File: config.mk
export PLATFORM = sky130hd
export DESIGN_NAME = tx_arb_ordering_sequencer_flat
export DESIGN_NICKNAME = d
export VERILOG_FILES = /design/src/rtl/tx_arb_ordering_sequencer_if.sv /design/src/rtl/tx_arb_ordering_sequencer.sv /design/src/flat_wrapper.sv
export SDC_FILE = /design/constraint.sdc
export NUM_CORES = 1
export LEC_CHECK = 0
export ABC_AREA = 1
export CORE_MARGIN = 4
export CORE_UTILIZATION = 56
export CTS_BUF_LIST = sky130_fd_sc_hd__clkbuf_2
export DETAILED_ROUTE_END_ITERATION = 7
export MAX_ROUTING_LAYER = met4
export PLACE_DENSITY_LB_ADDON = 0.25
export SLEW_MARGIN = 20
export SYNTH_ARGS = -nofsm -noshare
export SYNTH_HDL_FRONTEND = slang
export SYNTH_SLANG_ARGS = --single-unit
File: constraint.sdc
create_clock -name clk -period 5.95 [get_ports clk]
set_input_delay 1.19 -clock clk [delete_from_list [all_inputs] [get_ports clk]]
set_output_delay 1.19 -clock clk [all_outputs]
set_load 0.05 [all_outputs]
File: src/rtl/tx_arb_ordering_sequencer_if.sv
// Interfaces used by tx_arb_ordering_sequencer.
//
// ordering_if
//   Arbiter <-> ordering checker. The arbiter presents two transactions
//   (first = older, second = younger) with their RO/IDO attributes,
//   requester IDs and the completion kind. The checker answers on
//   ordering_result (1 = the second may pass the first).
//   Trans encoding: 2'b00 P, 2'b01 NP, 2'b10 CPL.
//   Modports: ARBITER_ORDERING_IF (arbiter side), CHECKER_ORDERING_IF.
//
// tx_arb_ordering_sequencer_if
//   Grant handshake to the downstream TLP mux and pop pulses to the queues.
//   Modports: master (arbiter side), slave (mux / queue side).

interface ordering_if #(
    parameter int REQUESTER_ID_WIDTH = 16
);
    logic [1:0]                    first_trans;
    logic [1:0]                    second_trans;
    logic                          first_ro;
    logic                          first_ido;
    logic                          second_ro;
    logic                          second_ido;
    logic [REQUESTER_ID_WIDTH-1:0] first_req_id;
    logic [REQUESTER_ID_WIDTH-1:0] second_req_id;
    logic [2:0]                    comp_typ;
    logic                          ordering_result;

    modport ARBITER_ORDERING_IF (
        output first_trans, second_trans, first_ro, first_ido,
               second_ro, second_ido, first_req_id, second_req_id, comp_typ,
        input  ordering_result
    );

    modport CHECKER_ORDERING_IF (
        input  first_trans, second_trans, first_ro, first_ido,
               second_ro, second_ido, first_req_id, second_req_id, comp_typ,
        output ordering_result
    );
endinterface

interface tx_arb_ordering_sequencer_if;
    logic       grant_valid;
    logic [1:0] grant_src;
    logic       grant_ready;
    logic       p_pop;
    logic       np_pop;
    logic       cpl_pop;

    modport master (
        output grant_valid, grant_src, p_pop, np_pop, cpl_pop,
        input  grant_ready
    );

    modport slave (
        input  grant_valid, grant_src, p_pop, np_pop, cpl_pop,
        output grant_ready
    );
endinterface

File: src/rtl/tx_arb_ordering_sequencer.sv
// tx_arb_ordering_sequencer
//   Picks the next TLP source (P / NP / CPL) for the TX arbiter. Heads are
//   snapshotted in IDLE and sorted by arrival age into A (oldest), B, C.
//   A is granted if it has credit; otherwise younger heads may bypass it
//   after the ordering checker approves each pairwise pass, one check per
//   cycle (EVAL_B: A/B, EVAL_CA: A/C, EVAL_CB: B/C).
//
// Ports
//   clk, rst                 clock, synchronous active-high reset
//   {p,np,cpl}_hdr_valid_i   head present (stable until popped)
//   {p,np,cpl}_seq_i         arrival sequence number of the head
//   {p,np,cpl}_ro_i/_ido_i   Attr[1] / Attr[2] of the head
//   {p,np,cpl}_req_id_i      requester / completer ID
//   cpl_comp_typ_i           completion kind of the CPL head
//   {p,np,cpl}_credit_ok_i   head has enough flow-control credit
//   ord                      ordering checker interface (arbiter side)
//   gnt                      grant valid/ready + per-queue pop pulses
//
// Configuration
//   ARB_STARVE_LIMIT_EN : when defined, adds parameter STARVE_MAX and a
//   counter that stops bypassing an uncredited A after STARVE_MAX
//   consecutive bypass grants. When undefined, bypass is unlimited.

module tx_arb_ordering_sequencer #(
    parameter int SEQ_W              = 8,
    parameter int REQUESTER_ID_WIDTH = 16
`ifdef ARB_STARVE_LIMIT_EN
    ,
    parameter int STARVE_MAX         = 8
`endif
) (
    input  logic                          clk,
    input  logic                          rst,
    input  logic                          p_hdr_valid_i,
    input  logic                          np_hdr_valid_i,
    input  logic                          cpl_hdr_valid_i,
    input  logic [SEQ_W-1:0]              p_seq_i,
    input  logic [SEQ_W-1:0]              np_seq_i,
    input  logic [SEQ_W-1:0]              cpl_seq_i,
    input  logic                          p_ro_i,
    input  logic                          np_ro_i,
    input  logic                          cpl_ro_i,
    input  logic                          p_ido_i,
    input  logic                          np_ido_i,
    input  logic                          cpl_ido_i,
    input  logic [REQUESTER_ID_WIDTH-1:0] p_req_id_i,
    input  logic [REQUESTER_ID_WIDTH-1:0] np_req_id_i,
    input  logic [REQUESTER_ID_WIDTH-1:0] cpl_req_id_i,
    input  logic [2:0]                    cpl_comp_typ_i,
    input  logic                          p_credit_ok_i,
    input  logic                          np_credit_ok_i,
    input  logic                          cpl_credit_ok_i,
    ordering_if.ARBITER_ORDERING_IF       ord,
    tx_arb_ordering_sequencer_if.master   gnt
);

    localparam logic [1:0] SRC_CPL = 2'b10;

    typedef enum logic [2:0] {
        ST_IDLE    = 3'd0,
        ST_EVAL_B  = 3'd1,
        ST_EVAL_CA = 3'd2,
        ST_EVAL_CB = 3'd3,
        ST_GRANT   = 3'd4
    } state_e;

    // x is older than y when (y - x) is nonzero with MSB clear; equal
    // numbers fall back to the fixed P > NP > CPL order.
    function automatic logic older_f(input logic [SEQ_W-1:0] x_seq,
                                     input logic [SEQ_W-1:0] y_seq,
                                     input logic             x_first);
        logic [SEQ_W-1:0] diff_s;
        diff_s = y_seq - x_seq;
        if (diff_s != {SEQ_W{1'b0}}) return ~diff_s[SEQ_W-1];
        else                         return x_first;
    endfunction

    function automatic logic [2:0] onehot_f(input logic [1:0] src);
        case (src)
            2'b00:   return 3'b001;
            2'b01:   return 3'b010;
            2'b10:   return 3'b100;
            default: return 3'b000;
        endcase
    endfunction

    state_e                        state_q, state_d;
    logic [1:0]                    win_q, win_d;
    logic [2:0]                    popped_q, popped_d;

    // Live head view (source-indexed, entry 3 is a permanently empty slot)
    logic [2:0]                    in_vld_s;
    logic [3:0]                    in_cred_s, in_ro_s, in_ido_s;
    logic [SEQ_W-1:0]              in_seq_s [4];
    logic [REQUESTER_ID_WIDTH-1:0] in_id_s  [4];
    logic [1:0]                    rank_s   [3];
    logic [1:0]                    slot_s   [3];
    logic [1:0]                    nvld_s;

    // Snapshot taken in IDLE
    logic [3:0]                    cred_q, ro_q, ido_q;
    logic [REQUESTER_ID_WIDTH-1:0] id_q     [4];
    logic [1:0]                    slot_q   [3];
    logic [1:0]                    nvld_q;
    logic [2:0]                    comp_typ_q;

    logic                          starve_block_s;

    // Gather head inputs; a source popped last cycle is hidden because its
    // queue head only refreshes one cycle after the pop.
    always_comb begin
        in_vld_s  = {cpl_hdr_valid_i, np_hdr_valid_i, p_hdr_valid_i} & ~popped_q;
        in_cred_s = {1'b0, cpl_credit_ok_i, np_credit_ok_i, p_credit_ok_i};
        in_ro_s   = {1'b0, cpl_ro_i, np_ro_i, p_ro_i};
        in_ido_s  = {1'b0, cpl_ido_i, np_ido_i, p_ido_i};
        in_seq_s[0] = p_seq_i;
        in_seq_s[1] = np_seq_i;
        in_seq_s[2] = cpl_seq_i;
        in_seq_s[3] = {SEQ_W{1'b0}};
        in_id_s[0]  = p_req_id_i;
        in_id_s[1]  = np_req_id_i;
        in_id_s[2]  = cpl_req_id_i;
        in_id_s[3]  = {REQUESTER_ID_WIDTH{1'b0}};
    end

    // Age sort: a head's rank is the number of valid heads older than it.
    always_comb begin
        nvld_s = 2'd0;
        for (int i = 0; i < 3; i++) begin
            rank_s[i] = 2'd0;
            slot_s[i] = 2'b11;
        end
        for (int i = 0; i < 3; i++) begin
            for (int j = 0; j < 3; j++) begin
                if ((j != i) && in_vld_s[j] && older_f(in_seq_s[j], in_seq_s[i], j < i))
                    rank_s[i] = rank_s[i] + 2'd1;
                else
                    rank_s[i] = rank_s[i];
            end
        end
        for (int i = 0; i < 3; i++) begin
            if (in_vld_s[i]) begin
                slot_s[rank_s[i]] = 2'(i);
                nvld_s            = nvld_s + 2'd1;
            end else begin
                nvld_s = nvld_s;
            end
        end
    end

`ifdef ARB_STARVE_LIMIT_EN
    localparam int CNT_W = $clog2(STARVE_MAX + 1);

    logic [CNT_W-1:0] starve_cnt_q, starve_cnt_d;
    logic [1:0]       starve_src_q, starve_src_d;
    logic [SEQ_W-1:0] starve_seq_q, starve_seq_d;
    logic             starve_vld_q, starve_vld_d;
    logic             a_same_s;

    // Track consecutive bypass grants around the same oldest head.
    always_comb begin
        starve_cnt_d = starve_cnt_q;
        starve_src_d = starve_src_q;
        starve_seq_d = starve_seq_q;
        starve_vld_d = starve_vld_q;
        a_same_s     = starve_vld_q && (starve_src_q == slot_s[0]) &&
                       (starve_seq_q == in_seq_s[slot_s[0]]);
        starve_block_s = (nvld_s != 2'd0) && a_same_s &&
                         (starve_cnt_q == CNT_W'(STARVE_MAX));
        if ((state_q == ST_IDLE) && (nvld_s != 2'd0) && !a_same_s) begin
            starve_cnt_d = {CNT_W{1'b0}};
            starve_src_d = slot_s[0];
            starve_seq_d = in_seq_s[slot_s[0]];
            starve_vld_d = 1'b1;
        end else if ((state_q == ST_GRANT) && gnt.grant_ready) begin
            if (win_q == slot_q[0])
                starve_cnt_d = {CNT_W{1'b0}};
            else if (starve_cnt_q != CNT_W'(STARVE_MAX))
                starve_cnt_d = starve_cnt_q + {{(CNT_W-1){1'b0}}, 1'b1};
            else
                starve_cnt_d = starve_cnt_q;
        end else begin
            starve_cnt_d = starve_cnt_q;
        end
    end

    // Starvation counter registers.
    always_ff @(posedge clk) begin
        if (rst) begin
            starve_cnt_q <= {CNT_W{1'b0}};
            starve_src_q <= 2'b00;
            starve_seq_q <= {SEQ_W{1'b0}};
            starve_vld_q <= 1'b0;
        end else begin
            starve_cnt_q <= starve_cnt_d;
            starve_src_q <= starve_src_d;
            starve_seq_q <= starve_seq_d;
            starve_vld_q <= starve_vld_d;
        end
    end
`else
    assign starve_block_s = 1'b0;
`endif

    // Next-state and winner selection.
    always_comb begin
        state_d  = state_q;
        win_d    = win_q;
        popped_d = 3'b000;
        case (state_q)
            ST_IDLE: begin
                if (nvld_s == 2'd0) begin
                    state_d = ST_IDLE;
                end else if (in_cred_s[slot_s[0]]) begin
                    state_d = ST_GRANT;
                    win_d   = slot_s[0];
                end else if ((nvld_s >= 2'd2) && !starve_block_s) begin
                    state_d = ST_EVAL_B;
                end else begin
                    state_d = ST_IDLE;
                end
            end
            ST_EVAL_B: begin
                if (ord.ordering_result && cred_q[slot_q[1]]) begin
                    state_d = ST_GRANT;
                    win_d   = slot_q[1];
                end else if ((nvld_q == 2'd3) && cred_q[slot_q[2]]) begin
                    state_d = ST_EVAL_CA;
                end else begin
                    state_d = ST_IDLE;
                end
            end
            ST_EVAL_CA: begin
                if (ord.ordering_result) state_d = ST_EVAL_CB;
                else                     state_d = ST_IDLE;
            end
            ST_EVAL_CB: begin
                if (ord.ordering_result) begin
                    state_d = ST_GRANT;
                    win_d   = slot_q[2];
                end else begin
                    state_d = ST_IDLE;
                end
            end
            ST_GRANT: begin
                if (gnt.grant_ready) begin
                    state_d  = ST_IDLE;
                    popped_d = onehot_f(win_q);
                end else begin
                    state_d = ST_GRANT;
                end
            end
            default: state_d = ST_IDLE;
        endcase
    end

    // FSM state, winner and pop-mask registers.
    always_ff @(posedge clk) begin
        if (rst) begin
            state_q  <= ST_IDLE;
            win_q    <= 2'b00;
            popped_q <= 3'b000;
        end else begin
            state_q  <= state_d;
            win_q    <= win_d;
            popped_q <= popped_d;
        end
    end

    // Snapshot registers, refreshed on every IDLE cycle.
    always_ff @(posedge clk) begin
        if (rst) begin
            cred_q     <= 4'b0000;
            ro_q       <= 4'b0000;
            ido_q      <= 4'b0000;
            nvld_q     <= 2'd0;
            comp_typ_q <= 3'b000;
            for (int i = 0; i < 4; i++) id_q[i] <= {REQUESTER_ID_WIDTH{1'b0}};
            for (int i = 0; i < 3; i++) slot_q[i] <= 2'b00;
        end else if (state_q == ST_IDLE) begin
            cred_q     <= in_cred_s;
            ro_q       <= in_ro_s;
            ido_q      <= in_ido_s;
            nvld_q     <= nvld_s;
            comp_typ_q <= cpl_comp_typ_i;
            for (int i = 0; i < 4; i++) id_q[i] <= in_id_s[i];
            for (int i = 0; i < 3; i++) slot_q[i] <= slot_s[i];
        end else begin
            cred_q <= cred_q;
        end
    end

    logic       ord_en_s;
    logic [1:0] ord_f_s, ord_s_s;

    // Ordering-checker operands: only driven in EVAL states, zero otherwise.
    always_comb begin
        ord_en_s = 1'b1;
        ord_f_s  = 2'b00;
        ord_s_s  = 2'b00;
        case (state_q)
            ST_EVAL_B:  begin ord_f_s = slot_q[0]; ord_s_s = slot_q[1]; end
            ST_EVAL_CA: begin ord_f_s = slot_q[0]; ord_s_s = slot_q[2]; end
            ST_EVAL_CB: begin ord_f_s = slot_q[1]; ord_s_s = slot_q[2]; end
            default:    ord_en_s = 1'b0;
        endcase
    end

    assign ord.first_trans   = ord_en_s ? ord_f_s : 2'b00;
    assign ord.second_trans  = ord_en_s ? ord_s_s : 2'b00;
    assign ord.first_ro      = ord_en_s & ro_q[ord_f_s];
    assign ord.first_ido     = ord_en_s & ido_q[ord_f_s];
    assign ord.second_ro     = ord_en_s & ro_q[ord_s_s];
    assign ord.second_ido    = ord_en_s & ido_q[ord_s_s];
    assign ord.first_req_id  = ord_en_s ? id_q[ord_f_s] : {REQUESTER_ID_WIDTH{1'b0}};
    assign ord.second_req_id = ord_en_s ? id_q[ord_s_s] : {REQUESTER_ID_WIDTH{1'b0}};
    assign ord.comp_typ      = (ord_en_s && ((ord_f_s == SRC_CPL) || (ord_s_s == SRC_CPL)))
                               ? comp_typ_q : 3'b000;

    logic [2:0] pop_s;
    assign pop_s = (!rst && (state_q == ST_GRANT) && gnt.grant_ready) ? onehot_f(win_q) : 3'b000;

    assign gnt.grant_valid = (state_q == ST_GRANT);
    assign gnt.grant_src   = win_q;
    assign gnt.p_pop       = pop_s[0];
    assign gnt.np_pop      = pop_s[1];
    assign gnt.cpl_pop     = pop_s[2];

endmodule

File: src/flat_wrapper.sv
// flat-port wrapper written by rule: the top's interface ports become plain ports
module tx_arb_ordering_sequencer_flat 
#(
    parameter int SEQ_W              = 8,
    parameter int REQUESTER_ID_WIDTH = 16

)
  (clk, rst, p_hdr_valid_i, np_hdr_valid_i, cpl_hdr_valid_i, p_seq_i, np_seq_i, cpl_seq_i, p_ro_i, np_ro_i, cpl_ro_i, p_ido_i, np_ido_i, cpl_ido_i, p_req_id_i, np_req_id_i, cpl_req_id_i, cpl_comp_typ_i, p_credit_ok_i, np_credit_ok_i, cpl_credit_ok_i, ord_first_trans, ord_second_trans, ord_first_ro, ord_first_ido, ord_second_ro, ord_second_ido, ord_first_req_id, ord_second_req_id, ord_comp_typ, ord_ordering_result, gnt_grant_valid, gnt_grant_src, gnt_p_pop, gnt_np_pop, gnt_cpl_pop, gnt_grant_ready);
  ordering_if #(.REQUESTER_ID_WIDTH(REQUESTER_ID_WIDTH)) ord_i ();
  tx_arb_ordering_sequencer_if gnt_i ();
  input  logic clk;
  input  logic rst;
  input  logic p_hdr_valid_i;
  input  logic np_hdr_valid_i;
  input  logic cpl_hdr_valid_i;
  input  logic [SEQ_W-1:0] p_seq_i;
  input  logic [SEQ_W-1:0] np_seq_i;
  input  logic [SEQ_W-1:0] cpl_seq_i;
  input  logic p_ro_i;
  input  logic np_ro_i;
  input  logic cpl_ro_i;
  input  logic p_ido_i;
  input  logic np_ido_i;
  input  logic cpl_ido_i;
  input  logic [REQUESTER_ID_WIDTH-1:0] p_req_id_i;
  input  logic [REQUESTER_ID_WIDTH-1:0] np_req_id_i;
  input  logic [REQUESTER_ID_WIDTH-1:0] cpl_req_id_i;
  input  logic [2:0] cpl_comp_typ_i;
  input  logic p_credit_ok_i;
  input  logic np_credit_ok_i;
  input  logic cpl_credit_ok_i;
  output wire logic [$bits(ord_i.first_trans)-1:0] ord_first_trans;
  output wire logic [$bits(ord_i.second_trans)-1:0] ord_second_trans;
  output wire logic [$bits(ord_i.first_ro)-1:0] ord_first_ro;
  output wire logic [$bits(ord_i.first_ido)-1:0] ord_first_ido;
  output wire logic [$bits(ord_i.second_ro)-1:0] ord_second_ro;
  output wire logic [$bits(ord_i.second_ido)-1:0] ord_second_ido;
  output wire logic [$bits(ord_i.first_req_id)-1:0] ord_first_req_id;
  output wire logic [$bits(ord_i.second_req_id)-1:0] ord_second_req_id;
  output wire logic [$bits(ord_i.comp_typ)-1:0] ord_comp_typ;
  input wire logic [$bits(ord_i.ordering_result)-1:0] ord_ordering_result;
  output wire logic [$bits(gnt_i.grant_valid)-1:0] gnt_grant_valid;
  output wire logic [$bits(gnt_i.grant_src)-1:0] gnt_grant_src;
  output wire logic [$bits(gnt_i.p_pop)-1:0] gnt_p_pop;
  output wire logic [$bits(gnt_i.np_pop)-1:0] gnt_np_pop;
  output wire logic [$bits(gnt_i.cpl_pop)-1:0] gnt_cpl_pop;
  input wire logic [$bits(gnt_i.grant_ready)-1:0] gnt_grant_ready;
  assign ord_first_trans = ord_i.first_trans;
  assign ord_second_trans = ord_i.second_trans;
  assign ord_first_ro = ord_i.first_ro;
  assign ord_first_ido = ord_i.first_ido;
  assign ord_second_ro = ord_i.second_ro;
  assign ord_second_ido = ord_i.second_ido;
  assign ord_first_req_id = ord_i.first_req_id;
  assign ord_second_req_id = ord_i.second_req_id;
  assign ord_comp_typ = ord_i.comp_typ;
  assign ord_i.ordering_result = ord_ordering_result;
  assign gnt_grant_valid = gnt_i.grant_valid;
  assign gnt_grant_src = gnt_i.grant_src;
  assign gnt_p_pop = gnt_i.p_pop;
  assign gnt_np_pop = gnt_i.np_pop;
  assign gnt_cpl_pop = gnt_i.cpl_pop;
  assign gnt_i.grant_ready = gnt_grant_ready;
  tx_arb_ordering_sequencer #(.SEQ_W(SEQ_W), .REQUESTER_ID_WIDTH(REQUESTER_ID_WIDTH)) u_core (.clk(clk), .rst(rst), .p_hdr_valid_i(p_hdr_valid_i), .np_hdr_valid_i(np_hdr_valid_i), .cpl_hdr_valid_i(cpl_hdr_valid_i), .p_seq_i(p_seq_i), .np_seq_i(np_seq_i), .cpl_seq_i(cpl_seq_i), .p_ro_i(p_ro_i), .np_ro_i(np_ro_i), .cpl_ro_i(cpl_ro_i), .p_ido_i(p_ido_i), .np_ido_i(np_ido_i), .cpl_ido_i(cpl_ido_i), .p_req_id_i(p_req_id_i), .np_req_id_i(np_req_id_i), .cpl_req_id_i(cpl_req_id_i), .cpl_comp_typ_i(cpl_comp_typ_i), .p_credit_ok_i(p_credit_ok_i), .np_credit_ok_i(np_credit_ok_i), .cpl_credit_ok_i(cpl_credit_ok_i), .ord(ord_i), .gnt(gnt_i));
endmodule
==> out/metrics.cfg <==
[logic_synthesis]
syn_nets = 965
post-synth-top-count-cell = inv_1
post_synth_num_cell_types = 37
list_of_most_frequent_post_synthesis_cells = 179 x inv_1, 168 x nand2_1, 101 x nor2_1
synthCells = 821
synthesis.area_per_instance_um2 = 7.05
post_synth_main_area_contributors = edfxtp_1 28%, inv_1 12%, nand2_1 11%
post_synth_instance_area_um2 = 5790
yosysTopAreaCell = edfxtp_1
synth.top_cell.area_share = 0.280
synth-seq-area-share = 0.356
async_reset_ff_frac = 0
synth-warning-count = 0
synth_flop_cell = edfxtp_1
ys_seq_elements = 76
number_of_synthesized_flops_with_an_enable_pin = 54

[clock_tree]
holdBufCountCts = 0
cts_num_sinks = 76
htree_num_levels = 3
cts_resized = 0
clk_transition_reported_paths_ps = 250
root_buffer = clkbuf_2
clkLatencyLatePin_ps = 500
cts_setup_buffers = 0
numCtsBuffers = 9
cts-root-to-sink-buffers = 2
cts_tree = done

[sta]
timing.fmax_ghz = 0.207
timing.clock.skew_ps = 33.5
timing_max_transition_violations_final = 0
fin_crit_ps = 4840
maxSlewHeadroom = 0.277
worst_tran_pin_value_ps = 1090
fin_crit_sh = 0.814
finalHoldViolations = 0
fin_tns_setup_ps = 0
fin_worst_hold_slack_ps = 500
setup_viol = 0
unrepaired_setup_endpoints_after_global_routing = false

[drt]
via_count = 5619
final_antenna_net_count = 0
drc = 0
initialDrtViolationCount = 375
routed_wl_um = 15300
route.detailed.vias_per_inst = 5.16
route.detailed.wl_per_inst_um = 14.1
drt_first_pass_iters = 4

[cells_and_area]
finish.net_count = 1096
area_delta_synth_final_pct = 27.5
layoutNonFillerInstCount = 1090
final_layout_size_suffix_gt1_frac = 0.0324
insertedDiodeCount = 0
n_fill_cell = 813

[worst_setup_path]
r2r_cells = 5
regToRegSetupSlack_ps = 3290
crit_required_ps = 4760
rr_endpoint = u_core.id_q[2][13]
cp.arrival_ps = 3650
reg2reg_from = u_core.state_q[0]
setup.worst_path.class = flip-flop to primary output
endpoint_type_of_the_worst_setup_path = primary output
critical_path.startpoint_type = flip-flop
critPathMaxFanout = 21

[worst_hold_path]
worstHoldPathType = flip-flop to flip-flop
hold_end = u_core.comp_typ_q[1]
min-delay-start = u_core.comp_typ_q[1]
min_delay_path_depth = 2

[power_and_ir_drop]
register_share_of_total_power = 0.427
total_power_density_per_cell_area_nw_per_um2 = 237
total_switching_power_w = 0.000684
power_switching_share = 0.391
max-vdd-ir-drop_mv = 0.171
p_clk_frac = 0.194
p_leak_nw = 3.58
intPower_w = 0.00106
combPwrFrac = 0.380

[global_route]
grt.met3_usage = 0.0417
busiest_layer = met2
grt_pass1_wl_um = 24000
via_count_of_the_first_global_routing_pass = 5188
grt.total_usage = 0.261
grt_antenna_before_repair = 0
global_route.usage.met2 = 0.439
grt-ovfl-total = 0
groute.layer.met1.usage = 0.317
grt_start_max_net_pins = 56

[placement]
finalWeightedCongestion = 0.911
hpwl_reported_at_the_end_of_detailed_placement_um = 11600
port_buffers = 139
place.detailed.instances = 1074

[floorplan]
io_pins = 140
chipHeight_um = 110
core.rowCount = 36
coreArea_um2 = 9910
fp.dieW_um = 110
initial_utilization = 0.584
die-area_um2 = 12000

[flow_run]
maxCapViolCount = 0

[run_status]
status = completed

## how the worst max path moves through the flow
stage                      startpoint                   to  slack (ps)
floorplan                         rst          gnt_cpl_pop        1960
global placement                  rst            gnt_p_pop        1610
detailed placement                rst          gnt_cpl_pop        1520
CTS                 u_core.state_q[0]  ord_first_req_id[4]        1090
global route        u_core.state_q[0]  ord_first_req_id[9]         780
finish              u_core.state_q[0]  ord_first_req_id[4]        1110
## layer usage
layer,part of all wire,up-vias
met5,0,-
met4,0.025,0
met3,0.067,36
met2,0.49,202
met1,0.42,2533
li1,-,2848
## critical path, cell delays in order (launching register included)
cell             delay, ps
dfxtp_1                470
nand3_2                160
o21ai_2                840
inv_2                  390
nand2_1                160
nand3_1                 80
a21oi_1                170
clkdlybuf4s50_1        870
## logic make-up (layout without fill, tap and decap cells)
kind of cell / after synthesis / count (layout) / share of synthesized area
flip-flops: 76 / 76 / 0.356
AND/OR/NAND/NOR: 347 / 347 / 0.249
adder cells (fa/ha/maj): 53 / 53 / 0.119
XOR/XNOR: 10 / 10 / 0.0151
buffers and inverters: 206 / 342 / 0.143
AO/OA/AOI/OAI: 129 / 129 / 0.118
## through the flow
stage	worst slack [ps]	utilization	cell area [um2]	total power [W]
3_3_place_gp	1610	0.730	7230	0.00140
4_1_cts	1090	0.744	7380	0.00175
5_1_grt	784	0.744	7380	0.00186
6_report	1110	0.744	7380	0.00175
2_1_floorplan	1960	-	5790	0.00119
3_5_place_dp	1520	0.730	7230	0.00142
## final cells by class
cell class	instances	area (um2)	share of cell area
Inverter	184	691	0.0936
Tap cell	133	166	0.0226
Timing Repair Buffer	142	1410	0.192
Clock buffer	9	45.0	0.00611
Clock inverter	7	97.6	0.0132
Multi-Input combinational cell	539	2900	0.393
Sequential cell	76	2060	0.280
## power groups by stage
stage	sequential [W]	combinational, W	clock, W
final	0.000746	0.000664	0.000339
after global routing	0.000759	0.000733	0.000364
after CTS	0.000745	0.000662	0.000342
after detailed placement	0.000758	0.000657	0
after global placement	0.000754	0.000646	0
after floorplan	0.000757	0.000434	0
## cells in the final DEF (no fill, tap or decap), types with 3 or more instances in the layout
cell type / netlist / final
inv_1: 179 / 179
nand2_1: 168 / 166
clkdlybuf4s50_1: 0 / 139
nor2_1: 101 / 101
edfxtp_1: 54 / 54
a21oi_1: 52 / 52
nand3_1: 52 / 52
o21ai_0: 50 / 50
ha_1: 50 / 50
dfxtp_1: 22 / 22
o21ai_1: 11 / 11
xor2_1: 9 / 9
nor3_1: 9 / 9
clkbuf_2: 0 / 9
nand4_1: 8 / 8
o22ai_1: 4 / 4
a31oi_1: 3 / 3
a21o_1: 3 / 3
nand3b_1: 3 / 3
inv_2: 3 / 3
clkinv_1: 2 / 3
fa_1: 3 / 3
buf_4: 3 / 3
## registers in the layout, indices dropped and copies added, names as in the netlist
| register | flops |
|---|---|
| u_core.gnt.grant_src | 2 |
| u_core.ido_q | 3 |
| u_core.popped_q | 3 |
| u_core.cred_q | 3 |
| u_core.ro_q | 3 |
| u_core.nvld_q | 2 |
| u_core.id_q | 48 |
| u_core.state_q | 3 |
| u_core.comp_typ_q | 3 |
| u_core.slot_q | 6 |
(Power assumes the default switching activity.)
